[config.mk]
export PLATFORM = sky130hd
export DESIGN_NAME = dpa_seq_alu
export DESIGN_NICKNAME = d
export VERILOG_FILES = /design/src/rtl/dpa_seq_alu.sv
export SDC_FILE = /design/constraint.sdc
export NUM_CORES = 1
export LEC_CHECK = 0
export CAP_MARGIN = 20
export CORE_ASPECT_RATIO = 1.25
export CORE_UTILIZATION = 55
export DETAILED_ROUTE_END_ITERATION = 10
export MAX_ROUTING_LAYER = met4
export PLACE_DENSITY = 0.85
export RECOVER_POWER = 25
export SETUP_SLACK_MARGIN = 0.3
export SLEW_MARGIN = 20
export SYNTH_ARGS = -nofsm -noshare
export SYNTH_HDL_FRONTEND = slang
export SYNTH_SLANG_ARGS = --single-unit
export TNS_END_PERCENT = 20
[constraint.sdc]
create_clock -name clk -period 7.5 [get_ports clk]
set_input_delay 1.875 -clock clk [delete_from_list [all_inputs] [get_ports clk]]
set_output_delay 1.875 -clock clk [all_outputs]
set_load 0.01 [all_outputs]
[src/rtl/dpa_seq_alu.sv]
// Multi-cycle add/sub ALU: sums CHUNK bits per clock through a rippled carry register, valid/ready on both sides.
// Optional clamping of signed overflow results when DPA_SEQ_SATURATE_EN is defined.
module dpa_seq_alu #(
    parameter int unsigned N     = 32,
    parameter int unsigned CHUNK = 8
) (
    input  logic         clk,
    input  logic         rst_n,
    input  logic         in_valid,
    output logic         in_ready,
    input  logic [N-1:0] a,
    input  logic [N-1:0] b,
    input  logic [4:0]   aluop,
    output logic         out_valid,
    input  logic         out_ready,
    output logic [N-1:0] result,
    output logic         cout,
    output logic         negative_flag,
    output logic         overflow_flag,
    output logic         zero_flag,
    output logic         op_err
);
    localparam int unsigned STAGES = N / CHUNK;
    localparam int unsigned CW     = (STAGES > 1) ? $clog2(STAGES) : 1;

    localparam logic [4:0] OP_ADDS = 5'b00001;
    localparam logic [4:0] OP_ADDU = 5'b00010;
    localparam logic [4:0] OP_SUB  = 5'b00011;

    typedef enum logic [1:0] {IDLE, BUSY, DONE} state_t;

    state_t         state_q, state_d;
    logic [N-1:0]   a_q, a_d, b_q, b_d;
    logic [4:0]     op_q, op_d;
    logic           carry_q, carry_d;
    logic [CW-1:0]  cnt_q, cnt_d;

    logic           in_ready_d, out_valid_d, cout_d, neg_d, ovf_d, zero_d, err_d;
    logic [N-1:0]   result_d;

    logic           op_legal, op_signed;
    logic [CHUNK:0] sum;
    logic [N-1:0]   res_v;
    logic           ovf_v;
    int unsigned    off;

    assign op_legal  = (op_q == OP_ADDS) || (op_q == OP_ADDU) || (op_q == OP_SUB);
    assign op_signed = (op_q == OP_ADDS) || (op_q == OP_SUB);

    // Next-state, datapath and registered-output logic
    always_comb begin
        state_d     = state_q;
        a_d         = a_q;
        b_d         = b_q;
        op_d        = op_q;
        carry_d     = carry_q;
        cnt_d       = cnt_q;
        in_ready_d  = in_ready;
        out_valid_d = out_valid;
        result_d    = result;
        cout_d      = cout;
        neg_d       = negative_flag;
        ovf_d       = overflow_flag;
        zero_d      = zero_flag;
        err_d       = op_err;
        sum         = '0;
        res_v       = '0;
        ovf_v       = 1'b0;
        off         = CHUNK * 32'(cnt_q);

        case (state_q)
            IDLE: begin
                in_ready_d  = 1'b1;
                out_valid_d = 1'b0;
                if (in_valid && in_ready) begin
                    a_d        = a;
                    b_d        = (aluop == OP_SUB) ? ~b : b;
                    op_d       = aluop;
                    carry_d    = (aluop == OP_SUB);
                    cnt_d      = '0;
                    result_d   = '0;
                    in_ready_d = 1'b0;
                    state_d    = BUSY;
                end
            end
            BUSY: begin
                in_ready_d = 1'b0;
                if (!op_legal) begin
                    result_d    = '0;
                    cout_d      = 1'b0;
                    neg_d       = 1'b0;
                    ovf_d       = 1'b0;
                    zero_d      = 1'b1;
                    err_d       = 1'b1;
                    out_valid_d = 1'b1;
                    state_d     = DONE;
                end else begin
                    sum = {1'b0, a_q[off +: CHUNK]} + {1'b0, b_q[off +: CHUNK]}
                        + (CHUNK+1)'(carry_q);
                    result_d[off +: CHUNK] = sum[CHUNK-1:0];
                    carry_d = sum[CHUNK];
                    cnt_d   = cnt_q + CW'(1);
                    if (cnt_q == CW'(STAGES - 1)) begin
                        res_v = result_d;
                        ovf_v = op_signed ? ((a_q[N-1] == b_q[N-1]) && (res_v[N-1] != a_q[N-1]))
                                          : sum[CHUNK];
`ifdef DPA_SEQ_SATURATE_EN
                        if (op_signed && ovf_v) begin
                            res_v = a_q[N-1] ? {1'b1, {(N-1){1'b0}}} : {1'b0, {(N-1){1'b1}}};
                        end
`endif
                        result_d    = res_v;
                        cout_d      = sum[CHUNK];
                        neg_d       = op_signed & res_v[N-1];
                        ovf_d       = ovf_v;
                        zero_d      = (res_v == '0);
                        err_d       = 1'b0;
                        out_valid_d = 1'b1;
                        state_d     = DONE;
                    end
                end
            end
            DONE: begin
                in_ready_d = 1'b0;
                if (out_ready) begin
                    out_valid_d = 1'b0;
                    in_ready_d  = 1'b1;
                    state_d     = IDLE;
                end
            end
            default: begin
                state_d    = IDLE;
                in_ready_d = 1'b1;
            end
        endcase
    end

    // State, operand and output registers
    always_ff @(posedge clk or negedge rst_n) begin
        if (!rst_n) begin
            state_q       <= IDLE;
            a_q           <= '0;
            b_q           <= '0;
            op_q          <= '0;
            carry_q       <= 1'b0;
            cnt_q         <= '0;
            in_ready      <= 1'b0;
            out_valid     <= 1'b0;
            result        <= '0;
            cout          <= 1'b0;
            negative_flag <= 1'b0;
            overflow_flag <= 1'b0;
            zero_flag     <= 1'b0;
            op_err        <= 1'b0;
        end else begin
            state_q       <= state_d;
            a_q           <= a_d;
            b_q           <= b_d;
            op_q          <= op_d;
            carry_q       <= carry_d;
            cnt_q         <= cnt_d;
            in_ready      <= in_ready_d;
            out_valid     <= out_valid_d;
            result        <= result_d;
            cout          <= cout_d;
            negative_flag <= neg_d;
            overflow_flag <= ovf_d;
            zero_flag     <= zero_d;
            op_err        <= err_d;
        end
    end
endmodule

# [Word level (Yosys, flattened, before mapping)]
# Cells that the tools add are included.
[totals] regBits=113 out_inout_bits=39 in_bits=73 wordCells=87
[classes] n_bitwise=2 n_reduce_logical=15 add_sub_neg=4 eq_ne=14 n_mux=34 n_shift=4
[ops] operator="32-bit two-way mux" n=3
[ops] operator="32-bit case mux with 2 select lines" n=1
[ops] operator="32-bit by 6-bit indexed part select with 8-bit output" n=2
[ops] operator="5-bit negation with 34-bit output" n=1
[ops] operator="8-bit by 34-bit variable shift with 32-bit output, first input constant" n=1
[ops] operator="8-bit by 34-bit indexed part select with 32-bit output" n=1
[ops] operator="32-bit bitwise mux" n=1
[ops] operator="32-bit logical NOT" n=1
[ops] operator="32-bit NOT" n=1
[ops] operator="1-bit two-way mux" n=18
[ops] operator="5-bit by 2-bit equality test with 1-bit output, second input constant" n=3
[ops] operator="2-bit two-way mux" n=6
[ops] operator="8-bit by 8-bit adder with 9-bit output" n=1
[ops] operator="9-bit by 1-bit adder with 9-bit output" n=1
[ops] operator="3-bit AND reduction" n=3
[ops] operator="2-bit != test, second input constant" n=3
[ops] operator="1-bit case mux with 3 select lines" n=2
[ops] operator="2-bit case mux with 3 select lines" n=1
[ops] operator="2-bit AND reduction" n=3
[ops] operator="5-bit by 1-bit equality test with 1-bit output, second input constant" n=1
[ops] operator="2-bit equality test, second input constant" n=2
[ops] operator="2-bit case mux with 2 select lines" n=1
[ops] operator="1-bit logical OR" n=3
[ops] operator="3-bit != test, second input constant" n=1
[ops] operator="11 further kinds" n=12

# [Depth between registers and ports, before layout]
# Gate-level depths: netlist of run 1.
[logic_depth] ltp_word=10 depth_mapped=12 mapped_depth_nobuf=10

# [Worst setup path after synthesis of run 1]
# No wires, ideal clock.
[synth_path] kind="input to register" from="input aluop[3]" to="register b_q[0]" setup_time_ns=0.083 setup_slack_ns=4.380 required_time_ns=7.417 stages=5 path_buffers=2 arrival_ns=3.037 cell_sequence="or4_1 > clkbuf_1 > buf_2 > xor2_1 > o21ai_0"
[synth_between] elab_chain_cells=2
[synth_rtl] item="start: declaration" line_no="13" rtl="input logic [4:0] aluop,"
[synth_rtl] item="5-bit by 2-bit equality test with 1-bit output" line_no="77" rtl="b_d = (aluop == OP_SUB) ? ~b : b;"
[synth_rtl] item="32-bit two-way mux" line_no="77"
[synth_rtl] item="end signal: assignment" line_no="143" rtl="b_q <= '0;"
[synth_rtl] item="end signal: assignment" line_no="158" rtl="b_q <= b_d;"
[synth_rtl] item="end: declaration" line_no="33" rtl="logic [N-1:0] a_q, a_d, b_q, b_d;"
# Every way passes these cells.
# A chain may end at the register's enable or synchronous reset.

==> flow_summary.yaml, run 1 <==
run_status:
  status: "finished with violations"
  violations: "max-capacitance violations, max-slew violations"
setup_path:
  worstSetupEndpointType: "async pin"
  crit_required_ns: 7.97
  reg2reg_slack_ns: 3.97
  crit_chain: "clkbuf_1, buf_4"
  path_buf_inv: 2
  crit_arrival_ns: 4.96
  cp_slowest_stage_delay_ns: 2.15
  critPathTopFamily: "buffers and inverters"
  cp_slowest_cell: "clkbuf_1"
  startpoint_type: "primary input"
  cp_max_fo: 59
  reg2regPathDepth: 10
  path_depth: 2
  crit_type: "in -> async"
sta:
  fin_crit_ns: 4.49
  tightest_slew_ns: 3.11
  fmax_mhz: 223
  hold_viol: 0
  grt_setup_unrepaired: "false"
  post-route-period-util: 0.599
  tns_ns: 0
  drv_slew: 60
  setup-violations-final: 0
  hold_ws_ns: 0.473
  relSlewSlack: -1.07
  finalClockSkew_ns: 0.00644
die:
  coreArea_sq_mm: 0.00971
  die_y_microns: 114
  die_x_microns: 91.8
  fp.dieArea_sq_mm: 0.0105
  rows: 40
  initial_utilization: 0.570
  io-pin-count: 112
clock_network:
  clk_path_buf_depth: 2
  clkLatencyLatePin_ns: 0.41
  hold_buffers: 0
  cts_tree: "yes"
  clk_pin_slew_ns: 0.05
  cts_resized: 0
  post_cts_buffers: 0
  cts_buffers: 17
  htree_num_levels: 4
  root_buffer: "clkbuf_16"
  clkSinkCount: 113
synthesis:
  synth.top_cells.by_count: "182 x nand2_1, 113 x dfrtp_1, 66 x o21ai_0, 35 x xor2_1, 16 x mux4_2"
  yosys.area.top_type: "dfrtp_1"
  synth_top_area_frac: 0.511
  netlist_instances: 568
  synth_compound_area_frac: 0.111
  synth-xor-area-share: 0.0569
  ys_ff_latch: 113
  synth_simple_gate_area_frac: 0.189
  synth_area_sq_mm: 0.00554
  syn_nets: 656
  ys_types: 49
  synth_edf_count: 0
  ys_seq_area_frac: 0.511
  synth_top_family_by_area: "simple AND/OR/NAND/NOR gates"
  async_reset_ff_frac: 1.00
  yosysWarnings: 0
  syn_area_per_cell_sq_um: 9.75
  synth.area.top_cells: "dfrtp_1 51%, nand2_1 12%, mux4_2 6.5%, o21ai_0 6.0%, xor2_1 5.5%"
  synthMuxAreaShare: 0.0689
  synth_ff_type: "dfrtp_1"
  synth_fa_ha_area_frac: 0.0366
  yosysMostFrequentCell: "nand2_1"
detailed_routing:
  routedWlPerCell_microns: 17.1
  wl_microns: 13900
  drt_first_pass_iters: 5
  drc_errors: 0
  first_iter_violations: 379
  viasPerCell: 5.66
  vias: 4614
  ant_nets: 0
power:
  vdd_drop_max_mv: 0.318
  total_leakage_power_nw: 3.31
  power_w: 0.00318
  p_per_area_mw_per_mm2: 432
cells_and_area:
  fillCellCount: 646
  fin_nets: 764
  area_delta_synth_final_pct: 32.8
  antenna_cells: 0
  drive_gt1_frac: 0.0885
  fin_util: 0.757
flow_run:
  drv_cap: 1
grt:
  grt_pass1_vias: 4854
  antenna_found_initial: 0
  grt_max_degree: 107
  grt_usage: 0.301
  grt_pass1_wl_microns: 23200
  overflow: 0
worst_hold_path:
  hold_depth: 2
  hold_path_class: "reg -> reg"
placed_design:
  io_buffers: 111
  place.gp.congestion: 0.808
  dp_hpwl_microns: 9120
## registers in the layout, summed over array words and instances (netlist names), 2 cells and up
name	cells
state_q	2
result	32
a_q	32
cnt_q	2
op_q	5
b_q	32
## cell type report
type	count	area, sq um	share of cell area
sequential	113	2830	0.384
multi-input combinational	418	2570	0.350
timing repair buffer	115	1140	0.155
clock buffer	21	450	0.0612
clock inverter	11	161	0.0219
tap	126	158	0.0214
inverter	11	41.3	0.00561
## metrics by stage
stage,cells,area [sq um],setup WS [ns]
6_report,815,7350,3.01
5_1_grt,815,7350,2.36
4_1_cts,815,7360,3.84
3_5_place_dp,783,6750,3.45
3_3_place_gp,782,6730,3.53
2_1_floorplan,568,5540,4.38
## kinds of logic (layout without fill, tap and decap cells)
kind of cell	after synthesis	after routing
AO/OA/AOI/OAI	110	110
XOR/XNOR	36	36
adder cells (fa/ha/maj)	15	15
buffers and inverters	37	158
flip-flops	113	113
multiplexers	18	18
AND/OR/NAND/NOR	239	239
## worst paths after layout
kind | endpoint | from
worst max-delay path | a_q[28] | rst_n
worst min-delay path | a_q[19] | a_q[19]
worst max register to register | zero_flag | cnt_q[1]
worst min register to register | a_q[19] | a_q[19]
max in group clk | b_q[8] | aluop[3]
min in group asynchronous | a_q[19] | rst_n
## cells in the final DEF (no fill, tap or decap), types with 2 or more instances in the layout
cell               n
a21oi_1           14
a22o_1             4
a22oi_1            2
and2_1             2
buf_4              3
bufinv_16          4
clkbuf_1           4
clkbuf_16         17
clkdlybuf4s50_1  108
clkinv_2           5
dfrtp_1          113
dlygate4sd3_1      2
fa_1               2
ha_1              13
inv_1             11
mux4_2            16
nand2_1          182
nand2b_1           3
nand3_1            5
nand3b_1           2
nor2_1             7
nor2b_1            3
nor3_1             6
nor3_2             2
nor4_1             9
o211ai_1           2
o21ai_0           66
o21ai_1            9
o221ai_1           2
o22ai_1            2
o31ai_1            2
or2_2              2
or3_1              4
or3_4              2
xor2_1            35
## per-layer routing
layer	wire length, microns	track usage	vias to the layer above
met5	0	-	-
met4	568	0.159	0
met3	576	0.0578	43
met2	7440	0.503	151
met1	5340	0.346	2258
li1	-	-	2162
## power by group
group | internal [W] | switching, W | total [W]
Clock | 0.000561 | 0.000278 | 0.000839
Combinational | 0.000530 | 0.000851 | 0.00138
Sequential | 0.000818 | 0.000137 | 0.000955
No activity file was read; power rests on OpenSTA's default activity.
==> run 2: changes to the inputs <==
--- a/config.mk
+++ b/config.mk
@@ -7,10 +7,10 @@
 export LEC_CHECK = 0
 export CAP_MARGIN = 20
 export CORE_ASPECT_RATIO = 1.25
-export CORE_UTILIZATION = 55
+export CORE_UTILIZATION = 47
 export DETAILED_ROUTE_END_ITERATION = 10
 export MAX_ROUTING_LAYER = met4
-export PLACE_DENSITY = 0.85
+export PLACE_DENSITY = 0.77
 export RECOVER_POWER = 25
 export SETUP_SLACK_MARGIN = 0.3
 export SLEW_MARGIN = 20
==> constraint.sdc (replaced) <==
create_clock -name clk -period 4 [get_ports clk]
set_input_delay 1 -clock clk [delete_from_list [all_inputs] [get_ports clk]]
set_output_delay 1 -clock clk [all_outputs]
set_load 0.01 [all_outputs]
==> run 2 against run 1 <==
Effect of this change:
- the run now ends clean
- critical path depth increased by 7
- sequential power increased by 91%
- core utilization decreased by 10 points
- combinational power increased by 81%
- cell count increased by 1.3%
- first-iteration DRC count decreased by 41%
- clock power increased by 87%
- worst hold slack got worse by 0.0029 ns
- sequential share of layout area decreased by 0.15 points
- die area increased by 17%
- clock-buffer cell count increased by 2
- worst setup slack got worse by 2.3 ns
==> flow_summary.yaml, run 2 (synthesized netlist as in run 1, its figures left out) <==
clock_network:
  clkSinkCount: 113
  hold_buffers: 0
  root_buffer: "clkbuf_16"
  clk_path_buf_depth: 2
  cts_buffers: 17
  htree_num_levels: 4
  cts_tree: "yes"
  clk_pin_slew_ns: 0.05
  clkLatencyLatePin_ns: 0.41
  post_cts_buffers: 0
cells_and_area:
  fin_nets: 766
  fin_util: 0.654
  layout_commonest_cell: "nand2_1"
  antenna_cells: 0
  drive_gt1_frac: 0.0970
  area_delta_synth_final_pct: 33.4
  design_area_sq_mm: 0.00739
  final_cell_mix: "182 x nand2_1, 112 x dfrtp_1, 110 x clkdlybuf4s50_1, 66 x o21ai_0, 35 x xor2_1"
  reg_top3: "a_q (32), b_q (32), result (32)"
sta:
  grt_setup_unrepaired: "false"
  tightest_slew_ns: 1.38
  setup-violations-final: 0
  relSlewSlack: 0.0779
  finalClockSkew_ns: 0.00561
  fin_crit_ns: 3.25
  fmax_mhz: 308
  drv_slew: 0
  post-route-period-util: 0.812
  hold_viol: 0
  tns_ns: 0
placed_design:
  place.gp.congestion: 0.912
  dp_hpwl_microns: 9460
  postPlaceCellArea_sq_mm: 0.00678
  io_buffers: 111
power:
  p_per_area_mw_per_mm2: 797
  vdd_drop_max_mv: 0.359
  power_w: 0.00589
  total_leakage_power_nw: 3.32
detailed_routing:
  viasPerCell: 5.38
  routedWlPerCell_microns: 15.7
  drc_errors: 0
  wl_microns: 12900
  ant_nets: 0
  first_iter_violations: 222
  vias: 4443
  drt_first_pass_iters: 4
die:
  die_y_microns: 123
  initial_utilization: 0.490
  coreArea_sq_mm: 0.0113
  rows: 43
  die_x_microns: 99.1
  fp.dieArea_sq_mm: 0.0122
  io-pin-count: 112
setup_path:
  crit_required_ns: 4.34
  crit_type: "reg -> reg"
  cp_slowest_cell: "dfrtp_2"
  cp_slowest_stage_delay_ns: 0.57
  path_buf_inv: 1
  reg2reg_slack_ns: 0.75
  critPathTopFamily: "simple AND/OR/NAND/NOR gates"
  crit_arrival_ns: 3.59
  crit_chain: "buf_4, mux4_2, ha_1, or2_2, o21ai_0, xor2_1, and4bb_1, a31oi_1, o21ai_1"
  cp_max_fo: 18
  startpoint_type: "flop"
  worstSetupEndpointType: "flop"
grt:
  grt_pass1_vias: 4516
  grt_usage: 0.241
  grt_max_degree: 83
  grt_pass1_wl_microns: 21700
  overflow: 0
  antenna_found_initial: 0
worst_hold_path:
  hold_path_class: "reg -> reg"
run_status:
  status: "finished clean"
flow_run:
  drv_cap: 0
## run 2: per-stage QoR
step | cells | worst slack [ns] | hold WS, ns
finish | 826 | 0.751 | 0.470
CTS | 826 | 0.567 | 0.475
global placement | 794 | 0.679 | 0.457
detailed placement | 794 | 0.589 | 0.462
global route | 826 | 0.456 | 0.493
floorplan | 568 | 0.927 | 0.440
## run 2: repair_timing
item,4_1_cts,5_1_grt
hold endpoints to repair,0,0
gates resized for setup,0,1
endpoints found under the setup margin,0,2
## run 2: per-layer routing
metal	track usage	share of wire	up-vias	wire, microns
li1	-	-	2163	-
met4	0.131	0.037	0	481
met3	0.0531	0.041	31	532
met1	0.268	0.41	2130	5300
met5	-	0	-	0
met2	0.407	0.51	119	6630
## run 2: final cells by class
class	instances	area, sq um
clock buffers	23	498
clock inverters	9	128
fillers	890	3910
inverters	11	41.3
multi-input cells	418	2570
flip-flops and latches	113	2830
well taps	135	169
repair buffers	117	1150
## run 2: worst paths after layout
kind | cells after the start | from | end
min in group asynchronous | 1 | rst_n | op_q[2]
hold reg to reg | 2 | a_q[15] | a_q[15]
hold / removal | 2 | a_q[15] | a_q[15]
setup reg to reg | 9 | cnt_q[0] | zero_flag
max in group asynchronous | 2 | rst_n | cnt_q[0]
setup / recovery | 9 | cnt_q[0] | zero_flag
## run 2: power breakdown
group,switching [W],internal [W],leakage (nW),total (W)
registers,0.000282,0.00153,1.45,0.00182
logic,0.00148,0.00102,1.56,0.00250
clock network,0.000514,0.00106,0.301,0.00157
total,0.00228,0.00361,3.32,0.00589
## run 2: worst min-delay path, delay by kind of cell (launching register included)
| kind | cells | cell delay (ns) |
|---|---|---|
| and+or+nand+nor | 2 | 0.10 |
| DFF | 1 | 0.33 |
